<file path="src/rtl/uart_controller.sv">
// uart_controller
//   Memory-mapped UART controller between the peripheral bus and one
//   async_transmitter / async_receiver pair. Outgoing bytes are buffered in a
//   TX FIFO and handed to the transmitter one at a time; received bytes are
//   drained into an RX FIFO through the RxD_data_ready / RxD_clear handshake.
//
//   Register map (addr):
//     0 write : push wdata into TX FIFO (dropped when full)
//     0 read  : pop RX FIFO head (0x00, no pop, when empty)
//     5 read  : status {0, tx_empty&idle, tx_not_full, 0000, rx_not_empty}
//     others  : reads 0x00, writes ignored
//
//   Ports:
//     clk, rst              clock, async active-high reset
//     req, we, addr, wdata  bus request (one-cycle pulse) and its fields
//     rdata, ack            registered response, one cycle after req
//     tx_start, tx_data     to transmitter TxD_start / TxD_data
//     tx_busy               from transmitter TxD_busy
//     rx_ready, rx_data     from receiver RxD_data_ready / RxD_data
//     rx_clear              to receiver RxD_clear
module uart_controller #(
  parameter int unsigned TX_DEPTH = 16,
  parameter int unsigned RX_DEPTH = 16
) (
  input  logic       clk,
  input  logic       rst,
  input  logic       req,
  input  logic       we,
  input  logic [2:0] addr,
  input  logic [7:0] wdata,
  output logic [7:0] rdata,
  output logic       ack,
  output logic       tx_start,
  output logic [7:0] tx_data,
  input  logic       tx_busy,
  input  logic       rx_ready,
  output logic       rx_clear,
  input  logic [7:0] rx_data
);

  localparam int unsigned TX_AW = $clog2(TX_DEPTH);
  localparam int unsigned RX_AW = $clog2(RX_DEPTH);

  typedef enum logic [1:0] {T_IDLE, T_START, T_WBUSY, T_WIDLE} tx_state_t;
  typedef enum logic [1:0] {R_IDLE, R_CLR, R_WAIT} rx_state_t;

  tx_state_t r_tx_state, w_tx_state_nxt;
  rx_state_t r_rx_state, w_rx_state_nxt;

  logic [7:0]     r_tx_mem [TX_DEPTH];
  logic [7:0]     r_rx_mem [RX_DEPTH];
  logic [TX_AW:0] r_tx_wr, r_tx_rd;
  logic [RX_AW:0] r_rx_wr, r_rx_rd;
  logic [7:0]     r_tx_hold;

  logic       w_tx_full, w_tx_empty, w_rx_full, w_rx_empty;
  logic       w_tx_push, w_tx_pop, w_rx_push, w_rx_pop;
  logic       w_wr_data, w_rd_data;
  logic [7:0] w_tx_head, w_rx_head, w_status, w_rdata_nxt;

  // Pointers carry one extra wrap bit to tell full from empty.
  assign w_tx_empty = (r_tx_wr == r_tx_rd);
  assign w_tx_full  = (r_tx_wr[TX_AW] != r_tx_rd[TX_AW]) &&
                      (r_tx_wr[TX_AW-1:0] == r_tx_rd[TX_AW-1:0]);
  assign w_rx_empty = (r_rx_wr == r_rx_rd);
  assign w_rx_full  = (r_rx_wr[RX_AW] != r_rx_rd[RX_AW]) &&
                      (r_rx_wr[RX_AW-1:0] == r_rx_rd[RX_AW-1:0]);

  assign w_tx_head = r_tx_mem[r_tx_rd[TX_AW-1:0]];
  assign w_rx_head = r_rx_mem[r_rx_rd[RX_AW-1:0]];

  assign w_wr_data = req && we && (addr == 3'd0);
  assign w_rd_data = req && !we && (addr == 3'd0);

  // A pop in the same cycle frees the slot the push then takes, so a full
  // FIFO still accepts when it is being drained that cycle.
  assign w_tx_pop  = (r_tx_state == T_START);
  assign w_tx_push = w_wr_data && (!w_tx_full || w_tx_pop);
  assign w_rx_pop  = w_rd_data && !w_rx_empty;
  assign w_rx_push = (r_rx_state == R_IDLE) && rx_ready && (!w_rx_full || w_rx_pop);

  assign w_status = {1'b0, w_tx_empty && (r_tx_state == T_IDLE), !w_tx_full,
                     4'b0000, !w_rx_empty};

  always_comb begin
    w_rdata_nxt = '0;
    if (req && !we) begin
      case (addr)
        3'd0:    w_rdata_nxt = w_rx_empty ? 8'h00 : w_rx_head;
        3'd5:    w_rdata_nxt = w_status;
        default: w_rdata_nxt = '0;
      endcase
    end
  end

  // Bus response
  always_ff @(posedge clk or posedge rst) begin
    if (rst) begin
      ack   <= 1'b0;
      rdata <= '0;
    end else begin
      ack   <= req;
      rdata <= w_rdata_nxt;
    end
  end

  // FIFO storage (contents need no reset; pointers define validity)
  always_ff @(posedge clk) begin
    if (w_tx_push) r_tx_mem[r_tx_wr[TX_AW-1:0]] <= wdata;
    if (w_rx_push) r_rx_mem[r_rx_wr[RX_AW-1:0]] <= rx_data;
  end

  always_ff @(posedge clk or posedge rst) begin
    if (rst) begin
      r_tx_wr <= '0;
      r_tx_rd <= '0;
      r_rx_wr <= '0;
      r_rx_rd <= '0;
    end else begin
      if (w_tx_push) r_tx_wr <= r_tx_wr + (TX_AW+1)'(1);
      if (w_tx_pop)  r_tx_rd <= r_tx_rd + (TX_AW+1)'(1);
      if (w_rx_push) r_rx_wr <= r_rx_wr + (RX_AW+1)'(1);
      if (w_rx_pop)  r_rx_rd <= r_rx_rd + (RX_AW+1)'(1);
    end
  end

  // TX FSM
  always_ff @(posedge clk or posedge rst) begin
    if (rst) begin
      r_tx_state <= T_IDLE;
      r_tx_hold  <= '0;
    end else begin
      r_tx_state <= w_tx_state_nxt;
      if (r_tx_state == T_START) r_tx_hold <= w_tx_head;
    end
  end

  // From idle, a push landing this cycle already counts as non-empty so the
  // byte is launched in the cycle right after the write.
  always_comb begin
    w_tx_state_nxt = r_tx_state;
    tx_start       = 1'b0;
    case (r_tx_state)
      T_IDLE:  if (!w_tx_empty || w_tx_push) w_tx_state_nxt = T_START;
      T_START: begin
        tx_start       = 1'b1;
        w_tx_state_nxt = T_WBUSY;
      end
      T_WBUSY: if (tx_busy)  w_tx_state_nxt = T_WIDLE;
      T_WIDLE: if (!tx_busy) w_tx_state_nxt = T_IDLE;
      default: w_tx_state_nxt = T_IDLE;
    endcase
  end

  // Head is presented live during T_START and held afterwards.
  assign tx_data = (r_tx_state == T_START) ? w_tx_head : r_tx_hold;

  // RX FSM
  always_ff @(posedge clk or posedge rst) begin
    if (rst) r_rx_state <= R_IDLE;
    else     r_rx_state <= w_rx_state_nxt;
  end

  always_comb begin
    w_rx_state_nxt = r_rx_state;
    rx_clear       = 1'b0;
    case (r_rx_state)
      R_IDLE:  if (w_rx_push) w_rx_state_nxt = R_CLR;
      R_CLR: begin
        rx_clear       = 1'b1;
        w_rx_state_nxt = R_WAIT;
      end
      R_WAIT:  if (!rx_ready) w_rx_state_nxt = R_IDLE;
      default: w_rx_state_nxt = R_IDLE;
    endcase
  end

endmodule

</file>
<file path="config.mk">
export PLATFORM = sky130hd
export DESIGN_NAME = uart_controller
export DESIGN_NICKNAME = d
export VERILOG_FILES = /design/src/rtl/uart_controller.sv
export SDC_FILE = /design/constraint.sdc
export NUM_CORES = 1
export LEC_CHECK = 0
export ABC_CLOCK_PERIOD_IN_PS = 7690
export CAP_MARGIN = 0
export CORE_MARGIN = 1
export CORE_UTILIZATION = 35
export DETAILED_ROUTE_END_ITERATION = 10
export PLACE_DENSITY_LB_ADDON = 0.08
export REMOVE_ABC_BUFFERS = 1
export SYNTH_ARGS = -nofsm -noshare
export SYNTH_HDL_FRONTEND = slang
export SYNTH_SLANG_ARGS = --single-unit
export TNS_END_PERCENT = 1
</file>
<file path="constraint.sdc">
create_clock -name clk -period 7.69 [get_ports clk]
set_input_delay 1.538 -clock clk [delete_from_list [all_inputs] [get_ports clk]]
set_output_delay 1.538 -clock clk [all_outputs]
set_load 0.005 [all_outputs]
</file>
# --- Word-level counts from Yosys, hierarchy flattened ---
# Memory sizes are Yosys's and may differ from the RTL's.
# Index checks and enable logic that the tools add are counted.
# Widths: inputs -> output; s select.
totals:
  regBits: 41
  mem_bits_rw: 256
  input_bits: 25
  output_inout_bits: 19
  word_cells: 73
  n_memories: 2
mem_list:
  columns: ["name", "words", "word_bits", "rd", "rd_clocked_by_memory_dff", "write_ports", "line_no", "source"]
  rows:
  - ["r_rx_mem", 16, 8, 1, 0, 1, "51", "logic [7:0] r_rx_mem [RX_DEPTH];"]
  - ["r_tx_mem", 16, 8, 1, 0, 1, "50", "logic [7:0] r_tx_mem [TX_DEPTH];"]
op_classes:
  n_addsub: 4
  eq_ne: 17
  mux: 17
  n_reduce_logical: 24
op_table:
  columns: ["op", "n"]
  rows:
  - ["$mux 8", 3]
  - ["$add 5x1->5 const B", 4]
  - ["$pmux 8 s2", 1]
  - ["$logic_and 1x1->1", 11]
  - ["$eq 5x5->1", 2]
  - ["$mux 2", 5]
  - ["$eq 4x4->1", 2]
  - ["$ne 2x2->1 const B", 4]
  - ["$pmux 2 s4", 1]
  - ["$eq 2x2->1 const B", 3]
  - ["$mux 1", 6]
  - ["$pmux 2 s3", 1]
  - ["$logic_not 1->1", 5]
  - ["$eq 2x1->1 const B", 2]
  - ["$logic_not 2->1", 2]
  - ["$eq 3x3->1 const B", 1]
  - ["$logic_not 3->1", 1]
  - ["$logic_or 1x1->1", 3]
  - ["$reduce_and 3->1", 1]
  - ["$ne 1x1->1", 2]
  - ["$ne 2x1->1 const B", 1]
  - ["$reduce_and 2->1", 1]

# --- Depth between registers and ports, before layout ---
logic_depth:
  ltp_word: 8
  mapped_depth: 8
  mapped_depth_nobuf: 6

# --- Worst setup path after synthesis ---
# OpenSTA, ideal clock, no wires.
synth_timing:
  path_type: "in2reg"
  startpoint: "input addr[1]"
  endpoint: "memory r_rx_mem[3][0] (enable)"
  setup_ps: 383
  t_arrival_ps: 3370
  required_ps: 7307
  path_slack_ps: 3937
  path_stages: 5
  path_cell_list: "nand2b_4 or4_4 a311oi_4 nand2_1 nor3_1"
synth_between:
  elab_chain_cells: 7
synth_lines:
  columns: ["item", "line_no", "source"]
  rows:
  - ["start: declaration", "29", "input logic [2:0] addr,"]
  - ["$logic_not 3->1", "73", "assign w_rd_data = req && !we && (addr == 3'd0);"]
  - ["$logic_and 1x1->1", "73", null]
  - ["$logic_and 1x1->1", "79", "assign w_rx_pop = w_rd_data && !w_rx_empty;"]
  - ["$logic_or 1x1->1", "80", "assign w_rx_push = (r_rx_state == R_IDLE) && rx_ready && (!w_rx_full || w_rx_pop);"]
  - ["$logic_and 1x1->1", "80", null]
  - ["$mux 1", "110", "if (w_rx_push) r_rx_mem[r_rx_wr[RX_AW-1:0]] <= rx_data;"]
  - ["$mux 1 (not written as such)", "110", null]
  - ["end: declaration", "51", null]
# No other way between the ends.

# --- Worst setup path in the final report ---
layout_timing:
  startpoint: "register r_tx_rd[0]"
  endpoint: "output tx_data[3]"
layout_between:
  elab_chain_cells: 2
layout_lines:
  columns: ["item", "line_no", "source"]
  rows:
  - ["start: declaration", "52", "logic [TX_AW:0] r_tx_wr, r_tx_rd;"]
  - ["start signal: assignment", "121", "if (w_tx_pop) r_tx_rd <= r_tx_rd + (TX_AW+1)'(1);"]
  - ["$mem_v2 16x8", null, null]
  - ["$mux 8", null, null]
  - ["end: declaration", "34", "output logic [7:0] tx_data,"]
# No other way between the ends.

==> out/metrics.yaml <==
status: "finished clean"
die_area_mm2: 0.0345
cts_tree: "done"
clk-insertion-delay-late_ps: 500
synth_common_cells: "256 x edfxtp_1, 64 x mux4_2, 41 x dfrtp_1"
cp.required_ps: 6150
synth_edf_count: 256
grt_pass1_wl_um: 41600
dr.pass1.iters: 5
yosysTopAreaCell: "edfxtp_1"
synth_top_cell_area_share_pct: 65.0
synthArstFlopShare_pct: 13.8
io_pins: 44
finalClockSkew_ps: 14.3
wl_per_cell_um: 24.5
slew_headroom_pct: 19.8
clk_pin_slew_ps: 60
overflow: 0
max_freq_mhz: 217
ys_seq_elements: 297
nFillCells: 2970
drc: 0
postLayoutCoreUtil_pct: 42.2
rsz0062_at_grt: "false"
finalCriticalPeriod_ps: 4600
postCtsSetupRepairBufs: 0
diodes: 0
ctsHoldBuffers: 0
vdd_drop_max_uv: 182
grt_max_degree: 42
synth_area_leaders: "edfxtp_1 65%, mux4_2 12%, dfrtp_1 8.7%"
hold_ws_ps: 489
port_buffers: 43
ys.warnings.count: 0
tightest_slew_ps: 1190
hpwl_um: 17800
synth_cells: 603
hold_class: "flip-flop to flip-flop"
numCtsBuffers: 35
htreeDepth: 2
die_h_um: 186
final_cell_area_mm2: 0.0139
leakagePower_uw: 0.00467
setup_tns_ps: 0
synth-compound-area-share_pct: 2.34
vias_per_cell: 5.12
max_cap_violations: 0
synth-xor-area-share_pct: 1.93
nets: 703
final_layout_size_suffix_gt1_share_pct: 19.9
placed_cell_area_mm2: 0.0128
min_period_over_period_pct: 59.8
die_x_um: 186
syn_to_final_growth_pct: 17.3
grt_pass1_vias: 6209
cts_buffer_depth: 3
place.gp.congestion: 0.759
synthAdderAreaFrac_pct: 1.59
rrSetupSlack_ps: 4400
clock-sinks: 297
muxShareOfSynthArea_pct: 14.8
setup_viol: 0
ys_seq_area_share_pct: 73.7
ant_nets: 0
track_usage_pct: 16.9
hold_violations: 0
worstSetupStartpointType: "flip-flop"
endpoint_kind: "output pin"
synth_top_family_by_area: "multiplexers"
synth_ff_type: "edfxtp_1"
wl_um: 27700
cp.arrival_ps: 3060
core_area_mm2: 0.0329
synth_area_mm2: 0.0118
crit_fanout: 36
power_density_mw_per_mm2: 347
finalMaxSlewViolations: 0
dp_slack_ps: 2910
start_util_pct: 36.0
dr_total_vias: 5791
fin_ws_ps: 3090
synth-simple-area-share_pct: 4.06
root_buffer: "clkbuf_16"
drt_iter0_drc: 335
cts_resized: 0
avgSynthCellArea_um2: 19.6
row_count: 66
crit_type: "flip-flop to output pin"
yosysUniqueCellTypes: 41
antenna_found_initial: 0
yosysMostFrequentCell: "edfxtp_1"
## layout by cell type (no fill, tap or decap), types with 6 or more instances in the layout
master | netlist | layout
clkbuf_16 | 0 | 37
clkbuf_1 | 11 | 9
a211oi_1 | 12 | 12
dfrtp_1 | 41 | 38
inv_1 | 14 | 13
edfxtp_1 | 256 | 256
and4b_1 | 8 | 8
clkinv_1 | 1 | 6
clkdlybuf4s50_1 | 0 | 43
nor2b_1 | 8 | 8
buf_4 | 1 | 11
nor2_1 | 26 | 26
a21oi_1 | 10 | 10
xnor2_1 | 10 | 10
mux2i_1 | 25 | 25
ha_1 | 15 | 15
nand2_1 | 10 | 10
xor2_1 | 16 | 16
o21ai_0 | 10 | 10
and3_1 | 8 | 8
mux4_2 | 64 | 64
## flip-flops by register name, indices dropped and copies added, names as in the netlist
register / flops
r_tx_hold: 8
r_tx_wr: 5
r_rx_wr: 5
r_rx_rd: 5
r_tx_state: 2
r_rx_state: 2
r_rx_mem: 128
rdata: 8
ack: 1
r_tx_rd: 5
r_tx_mem: 128
## report_power, final
part	switching [uW]	total, uW	internal (uW)
Combinational	653	1240	582
Sequential	116	2000	1880
Clock	617	1580	964
Total	1390	4810	3430
## final timing paths
check / cells past startpoint / end / startpoint
max in group asynchronous: 3 / r_rx_rd[0]$_DFFE_PP0P_ / rst
worst max-delay path: 7 / tx_data[3] / r_tx_rd[0]$_DFFE_PP0N_
min in group asynchronous: 3 / r_tx_state[0]$_DFFE_PP0P_ / rst
worst max register to register: 6 / r_rx_mem[3][6]$_DFFE_PP_ / r_rx_rd[1]$_DFFE_PP0P_
worst min-delay path: 1 / r_rx_rd[4]$_DFFE_PP0P_ / r_rx_rd[4]$_DFFE_PP0P_
worst min register to register: 1 / r_rx_rd[4]$_DFFE_PP0P_ / r_rx_rd[4]$_DFFE_PP0P_
## layer usage
layer,wire length [um],track usage [%],share of wire (%),vias up
met4,680,5.67,2.5,0
met5,0,0,0,-
li1,-,-,-,2527
met1,11500,21.4,42,3079
met3,945,2.43,3.4,42
met2,14500,29.6,52,143
## critical path: stages, from the launching register on
cell	delay [ps]
dfrtp_2	330
buf_4	550
mux4_2	620
mux2i_1	180
nor2_1	60
a21oi_1	120
o21ai_0	160
clkdlybuf4s50_1	490
## area by class of cell
cell class / count / area [um2] / area share [%]
Sequential cell: 297 / 8720 / 62.8
Clock inverter: 14 / 120 / 0.866
Clock buffer: 48 / 987 / 7.12
Multi-Input combinational cell: 260 / 2930 / 21.1
Timing Repair Buffer: 54 / 513 / 3.70
Tap cell: 442 / 553 / 3.99
Inverter: 15 / 56.3 / 0.406
## cell families (layout without fill, tap and decap cells)
family,after synthesis,in the layout
compound gates,41,41
mux,94,94
buf+inv,46,131
flops,297,297
fa+ha+maj,15,15
simple gates,84,84
xor+xnor,26,26
## through the flow
| stage | std cells | power [uW] |
|---|---|---|
| detailed placement | 1068 | 3300 |
| global route | 1130 | 5050 |
| floorplan | 572 | 2810 |
| global placement | 1068 | 3290 |
| CTS | 1130 | 4900 |
| finish | 1130 | 4810 |
Power figures use the tool's default switching activity.
